<file path="config.mk">
export PLATFORM = sky130hd
export DESIGN_NAME = wishbone_master
export DESIGN_NICKNAME = d
export VERILOG_FILES = /design/src/rtl/wishbone_master.sv
export SDC_FILE = /design/constraint.sdc
export NUM_CORES = 1
export LEC_CHECK = 0
export BUFFER_PORTS_ARGS = -buffer_cell sky130_fd_sc_hd__buf_2
export CAP_MARGIN = 20
export CORE_MARGIN = 5
export CORE_UTILIZATION = 35
export DETAILED_ROUTE_END_ITERATION = 16
export GPL_ROUTABILITY_DRIVEN = 0
export GPL_TIMING_DRIVEN = 0
export PLACE_DENSITY = 0.62
export SETUP_SLACK_MARGIN = 0.05
export SLEW_MARGIN = 20
export SYNTH_ARGS = -nofsm -noshare
export SYNTH_HDL_FRONTEND = slang
export SYNTH_SLANG_ARGS = --single-unit
</file>
<file path="constraint.sdc">
create_clock -name clock -period 5.85 [get_ports clock]
set_clock_uncertainty 0.1 [all_clocks]
set_input_delay 1.17 -clock clock [delete_from_list [all_inputs] [get_ports clock]]
set_output_delay 1.17 -clock clock [all_outputs]
set_load 0.02 [all_outputs]
</file>
<file path="src/rtl/wishbone_master.sv">
// Classic Wishbone initiator: one strobe-until-ack cycle per request, with an ack timeout.
// Latency: rsp_valid follows the ack edge; req_ready is low from accept until RESP ends.
module wishbone_master #(
  parameter int DATA_WIDTH = 64,
  parameter int TIMEOUT    = 16
) (
  input  logic                  clock,
  input  logic                  reset,
  input  logic                  req_valid,
  output logic                  req_ready,
  input  logic                  req_we,
  input  logic                  req_adr,
  input  logic [DATA_WIDTH-1:0] req_data,
  output logic                  we_o,
  output logic                  adr_o,
  output logic                  strobe,
  output logic [DATA_WIDTH-1:0] wb_data_o,
  input  logic [DATA_WIDTH-1:0] wb_data_i,
  input  logic                  ack_i,
  output logic                  rsp_valid,
  output logic [DATA_WIDTH-1:0] rsp_data,
  output logic                  rsp_err
);

  localparam int CW = $clog2(TIMEOUT + 1);
  localparam logic [CW-1:0] CNT_MAX = CW'(TIMEOUT);

  localparam logic [1:0] S_IDLE = 2'd0;
  localparam logic [1:0] S_BUS  = 2'd1;
  localparam logic [1:0] S_RESP = 2'd2;

  logic [1:0]            state_q, state_d;
  logic [CW-1:0]         cnt_q, cnt_d, cnt_inc;
  logic                  rdy_q, rdy_d;
  logic                  stb_q, stb_d;
  logic                  we_q, we_d;
  logic                  adr_q, adr_d;
  logic [DATA_WIDTH-1:0] wdat_q, wdat_d;
  logic                  rv_q, rv_d;
  logic [DATA_WIDTH-1:0] rdat_q, rdat_d;
  logic                  err_q, err_d;

  always_comb begin
    state_d = state_q;
    cnt_d   = cnt_q;
    stb_d   = stb_q;
    we_d    = we_q;
    adr_d   = adr_q;
    wdat_d  = wdat_q;
    rv_d    = 1'b0;
    rdat_d  = rdat_q;
    err_d   = err_q;
    cnt_inc = (cnt_q == CNT_MAX) ? cnt_q : cnt_q + CW'(1);

    case (state_q)
      S_IDLE: begin
        // rdy_q gates acceptance so the first cycle after reset never accepts
        if (req_valid && rdy_q) begin
          state_d = S_BUS;
          cnt_d   = '0;
          stb_d   = 1'b1;
          we_d    = req_we;
          adr_d   = req_adr;
          wdat_d  = req_data;
        end
      end
      S_BUS: begin
        cnt_d = cnt_inc;
        if (ack_i) begin
          state_d = S_RESP;
          stb_d   = 1'b0;
          rv_d    = 1'b1;
          rdat_d  = we_q ? '0 : wb_data_i;
          err_d   = 1'b0;
        end else if (cnt_inc == CNT_MAX) begin
          state_d = S_RESP;
          stb_d   = 1'b0;
          rv_d    = 1'b1;
          rdat_d  = '0;
          err_d   = 1'b1;
        end
      end
      S_RESP: state_d = S_IDLE;
      default: begin
        state_d = S_IDLE;
        stb_d   = 1'b0;
      end
    endcase

    rdy_d = (state_d == S_IDLE);
  end

  always_ff @(posedge clock) begin
    if (reset) begin
      state_q <= S_IDLE;
      cnt_q   <= '0;
      rdy_q   <= 1'b0;
      stb_q   <= 1'b0;
      we_q    <= 1'b0;
      adr_q   <= 1'b0;
      wdat_q  <= '0;
      rv_q    <= 1'b0;
      rdat_q  <= '0;
      err_q   <= 1'b0;
    end else begin
      state_q <= state_d;
      cnt_q   <= cnt_d;
      rdy_q   <= rdy_d;
      stb_q   <= stb_d;
      we_q    <= we_d;
      adr_q   <= adr_d;
      wdat_q  <= wdat_d;
      rv_q    <= rv_d;
      rdat_q  <= rdat_d;
      err_q   <= err_d;
    end
  end

  assign req_ready = rdy_q;
  assign strobe    = stb_q;
  assign we_o      = we_q;
  assign adr_o     = adr_q;
  assign wb_data_o = wdat_q;
  assign rsp_valid = rv_q;
  assign rsp_data  = rdat_q;
  assign rsp_err   = err_q;

endmodule

</file>
# Yosys cells after proc, flatten, opt, wreduce, memory -nomap -nowiden
# Cells that the tools add are included.
# op_classes
order_cmp,0
eq_ne,6
n_mul,0
n_addsub,1
muxes,18
n_reduce_logical,10
div_mod_pow,0
shifts,0
bitwise,2
# ops
op,count
2-to-1 mux 64 bit,3
equality test 5 bit (second input constant),2
2-to-1 mux 5 bit,2
case mux 5 bit (2 select lines),1
2-to-1 mux 1 bit,7
2-to-1 mux 2 bit,3
AND reduction 2 bit,3
adder 5 x 1 -> 5 bit (second input constant),1
logical NOT 2 bit,2
case mux 2 bit (2 select lines),1
nonzero test 2 bit,2
!= test 3 bit (second input constant),1
case mux 1 bit (3 select lines),1
AND reduction 3 bit,1
equality test 2 x 1 -> 1 bit (second input constant),1
equality test 2 bit (second input constant),1
!= test 2 bit (second input constant),1
NOT 1 bit,2
OR reduction 2 bit,1
logical AND 1 bit,1
# word_totals
out_inout_bits,134
mem_bits_ro,0
word_cells,47
ram_bits,0
register_bits,141
mem_count,0
in_bits,134
latchBits,0

# Logic depth before layout (Yosys ltp)
# logic_depth
word_depth,7
depth_mapped,8
mapped_depth_nobuf,6

# Worst setup path after synthesis
# No wires, ideal clock.
# synth_path
path_type,input to register
startpoint,input port req_valid
endpoint,"register wdat_q[24], in the netlist wb_data_o[24]"
slack_ps,3507
setup_time_ps,70
t_arrival_ps,2172
cell_stages,6
path_cell_list,and3_1 clkbuf_1 clkbuf_1 buf_1 nand2_1 a21oi_1
# synth_between
elab_chain_cells,2
# synth_rtl
item,line,text
from (decl),9,"input logic req_valid,"
logical AND 1 bit,58,if (req_valid && rdy_q) begin
AND reduction 2 bit (no line),n/a,
to (signal assigned),112,wdat_q <= wdat_d;
to (decl),38,"logic [DATA_WIDTH-1:0] wdat_q, wdat_d;"
# Every way passes these cells.
# A chain may end at the register's enable or synchronous reset.

# Worst setup path in the final report
# layout_path
startpoint,input port req_valid
endpoint,"register wdat_q[10], in the netlist wb_data_o[10]"
# The elaborated chain is that of the path after synthesis.

==> impl_results.md <==
* Status: completed
* Synth Area in Simple Gates at 0.112
* Die area at approximately 19000 µm²
* Global Route met1 Usage at 0.209
* Worst slew margin at 0.643
* Worst-path clk slew at ~60 ps
* Worst Hold Class: reg2reg
* Crit path max fanout at 10
* DP Wirelength at 12.6 mm
* Initial antenna violation count at 0
* Post-Syn Area at around 5600 µm²
* Grt peak-use layer: met2
* Cell Chain, Critical Path: buf_2 -> and3_1 -> clkbuf_1 -> clkbuf_1 -> buf_1 -> nand2_1 -> a21oi_1
* Row Count at between 40 and 50
* Worst Slack Setup Final at about 3500 ps
* Yosys reg bits at between 100 and 150
* Initial Util at 0.354
* IO buf count at between 200 and 300
* Switching Fraction at 0.256
* Fin crit period at roughly 2400 ps
* CTS tree: done
* Syn avg cell area at 8.80 µm²
* Final period util at 0.405
* Critical path startpoint category: primary input
* Post-Syn Nets at ~770
* Post-CTS sizing at 0
* Max Clk Rate at about 420 MHz
* Internal power at 0.00188 W
* DR DRC count at 0
* Max Slew Vio Count at 0
* Largest family of logic cells by synthesized area: compound AO/OA/AOI/OAI gates
* Synthesized instance count at 635
* Worst-skew pair later-pin latency at about 410 ps
* Setup WS pre-CTS at between 3000 and 4000 ps
* Cell mode on critical path: clkbuf_1
* Synth Area in Compound Gates at 0.276
* Pwr Total at approximately 0.0025 W
* Total Routed Length at about 17 mm
* Unrepaired setup endpoints after global routing: false
* Vias in the first global route at between 5000 and 6000
* Final Hold Viols at 0
* Pwr dens at roughly 320 nW/µm²
* Leak Pwr at ~3.4 nW
* Hold slack at roughly 350 ps
* Clk root buf: clkbuf_16
* Antenna Violating Nets Remaining at 0
* Adder-cell share of the synthesized area at 0.00448
* Area grow syn2layout at 40.3%
* Post-CTS Setup Bufs at 0
* Critical Path RT at slightly above 6000 ps
* WP data arrival at around 2600 ps
* GR met2 Demand/Resource at 0.285
* Slowest CP cell: buf_1
* Fill count at 1583
* Core Area at roughly 16000 µm²
* Critical path capture point type: flip-flop
* First-pass GRT wire length at 25.9 mm
* Drt pass-1 iters at 4
* Die outline width at ~140 µm
* Mean routed wirelength per cell at roughly 15 µm
* Sequential Power Share at 0.411
* Max Cap Viol at 0
* Met3 usage at 0.0648
* CP Class: in2reg
* Die height at approximately 140 µm
* Grt total ovfl at 0
* H-tree depth at 4
* GRT Util Overall at 0.173
* Slowest Stage Delay on Critical Path at ~400 ps
* Num CTS Buffers at 17
* Nets at between 1000 and 1500
* Setup TNS at 0 ps
* XOR/XNOR share of the synthesized area at 0.00313
* Pin count of the biggest net entering global routing at 17
* Worst slew pin tran at 536 ps
* Top-level port count at roughly 270
* Final Setup Violations at 0
* Clock Power Share at 0.466
* Hold buffers post-CTS at 0
* Switching power at 0.000649 W
* Register area share after synthesis at 0.505
* Diode count at 0
* Vias/cell at between 4 and 5
* Yosys warns at 0
* Post-synthesis mux area share at 0.00403
* CTS sink count at roughly 140
* Via count at around 5400
* Share of layout cells above drive strength 1 at 0.387
* First DRT Iteration DRCs at approximately 160
* Worst vdd ir at between 150 and 200 µV
* CTS max path bufs at 2
* Count of cell types in the netlist at 40
* Logic gate share of total power at 0.123
==> power groups by stage <==
stage / Sequential [W] / Clock, W / Combinational [W]
after global routing: 0.00105 / 0.00126 / 0.000344
after global placement: 0.00106 / 0 / 0.000316
final: 0.00104 / 0.00118 / 0.000312
after CTS: 0.00104 / 0.00121 / 0.000317
after detailed placement: 0.00106 / 0 / 0.000317
after floorplan: 0.00112 / 0 / 0.000124
==> per-stage QoR <==
stage / std cells / utilization / area, µm²
2_1_floorplan: 635 / - / 5590
3_3_place_gp: 1118 / 0.456 / 7200
3_5_place_dp: 1118 / 0.456 / 7200
4_1_cts: 1149 / 0.497 / 7840
5_1_grt: 1149 / 0.497 / 7840
6_report: 1149 / 0.497 / 7840
==> flip-flops by register name, summed over array words and instances, names as in the netlist <==
| name | flops |
|---|---|
| adr_o | 1 |
| cnt_q | 5 |
| strobe | 1 |
| rsp_data | 64 |
| we_o | 1 |
| req_ready | 1 |
| state_q | 2 |
| wb_data_o | 64 |
| rsp_err | 1 |
| rsp_valid | 1 |
==> final timing paths <==
path,slack [ps],from,cells after the start,endpoint
max reg2reg,3560,cnt_q[0],8,rsp_data[21]
min,350,wb_data_o[63],2,wb_data_o[63]
max,3480,req_valid,7,wb_data_o[10]
min reg2reg,350,wb_data_o[63],2,wb_data_o[63]
==> worst max-delay path: cells and delay by family <==
kind            cells  cell delay (ps)
buf+inv             4             1020
simple gates        2              250
compound gates      1              160
==> layer usage <==
metal  wire [µm]  share of wire
met1        7260           0.43
met3        1590          0.095
met4         154         0.0092
met2        7750           0.46
met5           0              0
==> cells in the mapped netlist <==
cell type,n,area (µm²)
buf_2,1,5.00
nand2b_1,1,6.26
nand2_1,132,495
a22o_1,2,17.5
inv_1,68,255
and4b_1,1,10.0
o22ai_1,1,6.26
and4bb_2,1,12.5
buf_1,5,18.8
nand3_1,3,15.0
mux2_2,2,22.5
a21oi_1,69,345
o41ai_1,1,8.76
dfxtp_1,141,2820
xnor2_1,2,17.5
nand3b_1,1,7.51
clkbuf_2,1,5.00
o21ai_2,50,438
o21a_1,2,15.0
a21o_1,1,7.51
nor3_1,2,10.0
a32o_1,1,10.0
a211oi_2,1,12.5
buf_8,4,60.1
buf_12,1,20.0
nor4_1,1,6.26
nand4_1,1,6.26
a32oi_1,64,561
nor4b_1,1,8.76
nor2b_1,1,6.26
nor3b_1,1,7.51
clkbuf_1,39,146
a311oi_1,1,8.76
o21ai_0,18,90.1
and3_1,1,6.26
ha_1,2,25.0
a211oi_1,1,7.51
o41ai_2,1,16.3
nor2_1,7,26.3
buf_6,2,22.5
==> placed cells by master, fill, tap and decap left out, types with 2 or more instances in the layout <==
master	instances
o21ai_2	50
o21a_1	2
clkbuf_16	17
clkinv_4	2
a32oi_1	64
nand3_1	3
o21ai_0	18
ha_1	2
bufinv_16	5
a21oi_1	69
xnor2_1	2
nand2_1	132
clkinvlp_4	2
a22o_1	2
inv_6	3
buf_8	4
buf_2	268
nor2_1	7
buf_6	2
clkbuf_1	40
nor3_1	2
mux2_2	2
inv_1	68
dfxtp_1	141
buf_1	5
==> layout make-up <==
cell class	count	area, µm²	share of cell area
Clock inverter	13	214	0.0273
Tap cell	216	270	0.0345
Sequential cell	141	2820	0.360
Clock buffer	18	429	0.0547
Timing Repair Buffer	267	1340	0.170
Buffer	53	278	0.0354
Multi-Input combinational cell	373	2230	0.285
Inverter	68	255	0.0326
==> cells by family after synthesis <==
group | Yosys count
AOI/OAI and AO/OA | 213
and+or+nand+nor | 154
DFF | 141
buffers and inverters | 121
xor gates and xnor gates | 2
muxes | 2
adders and majority gates | 2
Note: power is estimated with default switching activity, not from simulation.
